**src/rtl/spi_ctrl_pkg.sv**
```systemverilog
// Shared constants for the SPI frame controllers: opcodes, error codes and
// the write-controller state encoding.
package spi_ctrl_pkg;

    localparam logic [7:0] OP_WRITE = 8'h02;
    localparam logic [7:0] OP_NOP   = 8'h00;

    localparam logic [1:0] ERR_NONE   = 2'd0;
    localparam logic [1:0] ERR_OPCODE = 2'd1;
    localparam logic [1:0] ERR_SHORT  = 2'd2;
    localparam logic [1:0] ERR_OVR    = 2'd3;

    typedef enum logic [2:0] {
        ST_IDLE,
        ST_CMD,
        ST_ADDR,
        ST_LEN,
        ST_DATA,
        ST_DRAIN,
        ST_FLUSH
    } state_t;

endpackage

```
**src/rtl/cdc_sync_bit.sv**
```systemverilog
// Multi-flop synchronizer for a single asynchronous level signal.
module cdc_sync_bit #(
    parameter int   STAGES  = 3,
    parameter logic RST_VAL = 1'b1
) (
    input  logic clk,
    input  logic rst,
    input  logic d,
    output logic q
);

    logic [STAGES-1:0] sync_q;

    always_ff @(posedge clk) begin
        if (rst) begin
            sync_q <= {STAGES{RST_VAL}};
        end else begin
            sync_q <= {sync_q[STAGES-2:0], d};
        end
    end

    assign q = sync_q[STAGES-1];

endmodule

```
**src/rtl/spi_wr_ctrl.sv**
```systemverilog
// Parses CS-bounded SPI frames (cmd, addr, len, data...) into register-bus
// writes with auto-incrementing address, backpressure and error reporting.
module spi_wr_ctrl
    import spi_ctrl_pkg::*;
#(
    parameter int ADDR_W = 8
) (
    input  logic              clk,
    input  logic              rst,
    input  logic [7:0]        i_RX_Byte,
    input  logic              i_RX_Ready,
    input  logic              i_CS_n,
    output logic              o_Wr_En,
    output logic [ADDR_W-1:0] o_Wr_Addr,
    output logic [7:0]        o_Wr_Data,
    input  logic              i_Wr_Ready,
    output logic              o_Busy,
    output logic              o_Frame_Done,
    output logic              o_Err,
    output logic [1:0]        o_Err_Code
);

    logic cs_sync;
    logic cs_prev;
    logic cs_fall;
    logic cs_rise;

    state_t            state, state_n;
    logic [7:0]        addr_q, addr_n;
    logic [7:0]        cnt_q, cnt_n;
    logic              wr_en_n;
    logic [ADDR_W-1:0] wr_addr_n;
    logic [7:0]        wr_data_n;
    logic              busy_n;
    logic              done_n;
    logic              err_n;
    logic [1:0]        code_n;
    logic              accept;

    cdc_sync_bit #(
        .STAGES (3),
        .RST_VAL(1'b1)
    ) u_cs_sync (
        .clk(clk),
        .rst(rst),
        .d  (i_CS_n),
        .q  (cs_sync)
    );

    assign cs_fall = cs_prev & ~cs_sync;
    assign cs_rise = ~cs_prev & cs_sync;
    assign accept  = o_Wr_En & i_Wr_Ready;

    always_comb begin
        state_n   = state;
        addr_n    = addr_q;
        cnt_n     = cnt_q;
        wr_en_n   = o_Wr_En;
        wr_addr_n = o_Wr_Addr;
        wr_data_n = o_Wr_Data;
        busy_n    = o_Busy;
        done_n    = 1'b0;
        err_n     = o_Err;
        code_n    = o_Err_Code;

        if (accept) wr_en_n = 1'b0;
        if (o_Frame_Done) busy_n = 1'b0;

        case (state)
            ST_IDLE: begin
                if (cs_fall) begin
                    state_n = ST_CMD;
                    busy_n  = 1'b1;
                    err_n   = 1'b0;
                    code_n  = ERR_NONE;
                end
            end
            ST_CMD: begin
                if (i_RX_Ready) begin
                    if (i_RX_Byte == OP_WRITE) begin
                        state_n = ST_ADDR;
                    end else begin
                        state_n = ST_DRAIN;
                        if (i_RX_Byte != OP_NOP && code_n == ERR_NONE) begin
                            err_n  = 1'b1;
                            code_n = ERR_OPCODE;
                        end
                    end
                end
            end
            ST_ADDR: begin
                if (i_RX_Ready) begin
                    addr_n  = i_RX_Byte;
                    state_n = ST_LEN;
                end
            end
            ST_LEN: begin
                if (i_RX_Ready) begin
                    cnt_n   = i_RX_Byte;
                    state_n = (i_RX_Byte == 8'd0) ? ST_DRAIN : ST_DATA;
                end
            end
            ST_DATA: begin
                if (i_RX_Ready) begin
                    cnt_n = cnt_q - 8'd1;
                    // A byte landing while the previous write is still stalled is dropped
                    if (o_Wr_En && !i_Wr_Ready) begin
                        if (code_n == ERR_NONE) begin
                            err_n  = 1'b1;
                            code_n = ERR_OVR;
                        end
                    end else begin
                        wr_en_n   = 1'b1;
                        wr_addr_n = ADDR_W'(addr_q);
                        wr_data_n = i_RX_Byte;
                        addr_n    = addr_q + 8'd1;
                    end
                    if (cnt_q == 8'd1) state_n = ST_DRAIN;
                end
            end
            ST_FLUSH: begin
                if (accept) begin
                    state_n = ST_IDLE;
                    done_n  = 1'b1;
                end
            end
            default: ;
        endcase

        // CS rise is applied after any same-cycle byte has been consumed
        if (cs_rise && state != ST_IDLE && state != ST_FLUSH) begin
            if ((state_n inside {ST_CMD, ST_ADDR, ST_LEN} ||
                 (state_n == ST_DATA && cnt_n != 8'd0)) && code_n == ERR_NONE) begin
                err_n  = 1'b1;
                code_n = ERR_SHORT;
            end
            if (wr_en_n) begin
                state_n = ST_FLUSH;
            end else begin
                state_n = ST_IDLE;
                done_n  = 1'b1;
            end
        end
    end

    always_ff @(posedge clk) begin
        if (rst) begin
            state        <= ST_IDLE;
            cs_prev      <= 1'b1;
            addr_q       <= '0;
            cnt_q        <= '0;
            o_Wr_En      <= 1'b0;
            o_Wr_Addr    <= '0;
            o_Wr_Data    <= '0;
            o_Busy       <= 1'b0;
            o_Frame_Done <= 1'b0;
            o_Err        <= 1'b0;
            o_Err_Code   <= ERR_NONE;
        end else begin
            state        <= state_n;
            cs_prev      <= cs_sync;
            addr_q       <= addr_n;
            cnt_q        <= cnt_n;
            o_Wr_En      <= wr_en_n;
            o_Wr_Addr    <= wr_addr_n;
            o_Wr_Data    <= wr_data_n;
            o_Busy       <= busy_n;
            o_Frame_Done <= done_n;
            o_Err        <= err_n;
            o_Err_Code   <= code_n;
        end
    end

endmodule

```
**config.mk**
```make
export PLATFORM = sky130hd
export DESIGN_NAME = spi_wr_ctrl
export DESIGN_NICKNAME = d
export VERILOG_FILES = /design/src/rtl/spi_ctrl_pkg.sv /design/src/rtl/cdc_sync_bit.sv /design/src/rtl/spi_wr_ctrl.sv
export SDC_FILE = /design/constraint.sdc
export NUM_CORES = 1
export LEC_CHECK = 0
export ABC_AREA = 1
export BUFFER_PORTS_ARGS = -buffer_cell sky130_fd_sc_hd__buf_2
export CAP_MARGIN = 20
export CORE_MARGIN = 8
export CORE_UTILIZATION = 35
export CTS_CLUSTER_DIAMETER = 80
export DETAILED_ROUTE_END_ITERATION = 10
export HOLD_SLACK_MARGIN = 0.02
export SYNTH_ARGS = -nofsm -noshare
export SYNTH_HDL_FRONTEND = slang
export SYNTH_HIERARCHICAL = 1
export SYNTH_SLANG_ARGS = --single-unit
```
**constraint.sdc**
```tcl
create_clock -name clk -period 2.7 [get_ports clk]
set_input_delay 0.135 -clock clk [delete_from_list [all_inputs] [get_ports clk]]
set_output_delay 0.135 -clock clk [all_outputs]
set_load 0.05 [all_outputs]
```
==> results_dict.tcl <==
set metrics [dict create \
    status "finished clean" \
    fmax_ghz 0.500 \
    r2r_cells 12 \
    syn_nets 380 \
    tritoncts "yes" \
    dp_hpwl_um 4870 \
    clk_latency_ns 0.31 \
    die_area_mm2 0.00993 \
    grt_pass1_vias 2241 \
    min_to "o_Wr_Data[6]" \
    num_rows 30 \
    p_per_area_mw_per_mm2 467 \
    cp-startpoint "state[2]" \
    drive_above_1_share_pct 17.9 \
    final_cells 493 \
    maxSlewHeadroom_pct 57.1 \
    ios 35 \
    drtIter0Drc 156 \
    hold_viol 0 \
    core-area_mm2 0.00679 \
    grt.total_usage_pct 13.5 \
    antenna_cells 0 \
    min_from "i_RX_Byte[6]" \
    p_leak_nw 1.36 \
    peakVddDrop_uv 244 \
    yosysWarnings 6 \
    die_y_um 99.6 \
    initial_core_util_pct 36.0 \
    min-delay-path-class "input pin to flip-flop" \
    cts.path.max_buffers 2 \
    r2r-start "state[2]" \
    place_inst 484 \
    drc_errors 0 \
    fin_crit_sh_pct 74.1 \
    htreeDepth 2 \
    antenna_found_initial 0 \
    setup_tns_ns 0 \
    cts_made_buffers 5 \
    end_kind "flip-flop" \
    yosysSeqAreaShare_pct 36.8 \
    worstSetupStartpointType "flip-flop" \
    finalClockSkew_ns 0.00501 \
    r2r_end "o_Err" \
    wirelength_um 6500 \
    tightest_slew_ns 0.642 \
    synth_seq_cells 45 \
    cts_resized 0 \
    dr.pass1.iters 4 \
    post-route-util_pct 41.0 \
    worstSetupPathType "flip-flop to flip-flop" \
    post_dp_cell_area_mm2 0.00268 \
    drv_cap 0 \
    stdcell_area_mm2 0.00278 \
    drv_slew 0 \
    setup-violations-final 0 \
    postRouteAntennaNets 0 \
    synth_cell_type_count 31 \
    r2r_slack_ns 0.70 \
    hold_ws_ns 0.137 \
    hold_buffers 1 \
    critPathMaxFanout 18 \
    port_buffers 34 \
    netlist_area_mm2 0.00245 \
    syn_inst 364 \
    vias 2407 \
    crit_required_ns 2.94 \
    syn_avg_cell_area_um2 6.73 \
    grt_overflow 0 \
    rsz0062_at_grt "false" \
    path_clk_slew_ns 0.09 \
    place.gp.congestion 0.872 \
    arrival_ns 2.24 \
    cts_sinks 45 \
    die_x_um 99.6 \
    hold_depth 3 \
    cts_root_buf "clkbuf_8" \
    via_per_inst 4.88 \
    min_period_ns 2.00 \
    avgRoutedWirePerCell_um 13.2 \
    grt_first_pass_wirelength_um 10800 \
    synthToLayoutAreaGrowth_pct 13.6 \
    grt_max_degree 29 \
    cts_setup_buffers 0 \
    final_nets 412 \
]
[kinds of logic (layout without fill, tap and decap cells)]
kind of cell / Yosys count / count (layout) / share of synthesized area, %
simple gates: 174 / 174 / 33.1
compound gates: 78 / 78 / 17.7
buf+inv: 63 / 96 / 10.6
flops: 45 / 45 / 36.8
fa+ha+maj: 3 / 3 / 1.53
xor+xnor: 1 / 1 / 0.358
[power breakdown]
| part | total, mW | switching, mW | internal, mW |
|---|---|---|---|
| clock | 0.440 | 0.255 | 0.184 |
| sequential | 0.692 | 0.0129 | 0.679 |
| combinational | 0.167 | 0.119 | 0.0482 |
| total | 1.30 | 0.388 | 0.912 |
[area by class of cell]
type	instances	area, um2
Sequential cell	45	901
Clock buffer	5	68.8
Tap cell	96	120
Clock inverter	3	21.3
Multi-Input combinational cell	256	1290
Fill cell	750	4010
Inverter	52	195
Timing Repair Buffer	36	188
[routing by layer]
metal	vias up	GRT usage [%]	wire, um
met3	7	3.21	383
met4	0	3.84	66
li1	1239	-	-
met1	1098	17.0	3010
met5	-	0	0
met2	63	22.2	3040
[synth_stat cells, drive strengths merged]
master	instances	area share [%]
buf	8	2.1
o31ai	1	0.31
inv	52	8.0
nand4	2	0.51
a21oi	34	7.4
nor2	46	8.4
a221oi	2	0.72
nor3	8	1.6
a31oi	3	0.77
nand3	27	6.3
xor2	1	0.36
dfxtp	45	37
a211oi	4	1.2
clkbuf	3	0.46
nand2	90	16
o221ai	2	0.72
ha	3	1.5
nor4	1	0.51
o21ai	32	6.5
[placed cells by master, fill, tap and decap left out, drive strengths merged, types with 2 or more instances in the layout]
cell	instances
inv	53
a221oi	2
nand3	27
nand4	2
nor3	8
a21oi	34
nor2	46
nand2	90
dfxtp	45
o221ai	2
o21ai	32
ha	3
a211oi	4
a31oi	3
buf	35
clkbuf	5
[per-stage QoR]
stage / power [mW] / worst slack [ns]
2_1_floorplan: 0.828 / 1.07
3_3_place_gp: 0.872 / 0.804
3_5_place_dp: 0.873 / 0.722
4_1_cts: 1.32 / 0.693
5_1_grt: 1.36 / 0.446
6_report: 1.30 / 0.698
[state kept, by name (all words and copies together), names as in the netlist]
name and flops:
u_cs_sync/sync_q 3, o_Frame_Done 1, addr_q 8, cs_prev 1, cnt_q 8, o_Busy 1, o_Err_Code 2, o_Wr_Data 8
state 3, o_Wr_Addr 8, o_Err 1, o_Wr_En 1
[worst max-delay path, cell delays in order, from the launching register on]
cell     delay (ns)
dfxtp_1        0.62
inv_2          0.16
nor2_4         0.42
nand3_1        0.12
nand2_1        0.10
nor2_1         0.04
nand3_1        0.07
nor2_1         0.04
nand3_1        0.08
nand2_1        0.06
nand2_1        0.06
nand2_1        0.06
a21oi_1        0.11
[how the worst max path moves through the flow]
| stage | cells past startpoint | end |
|---|---|---|
| 2_1_floorplan | 12 | o_Err |
| 3_3_place_gp | 12 | o_Err |
| 3_5_place_dp | 12 | o_Err |
| 4_1_cts | 12 | o_Err |
| 5_1_grt | 12 | o_Err |
| 6_report | 12 | o_Err |
Power figures use the tool's default switching activity.
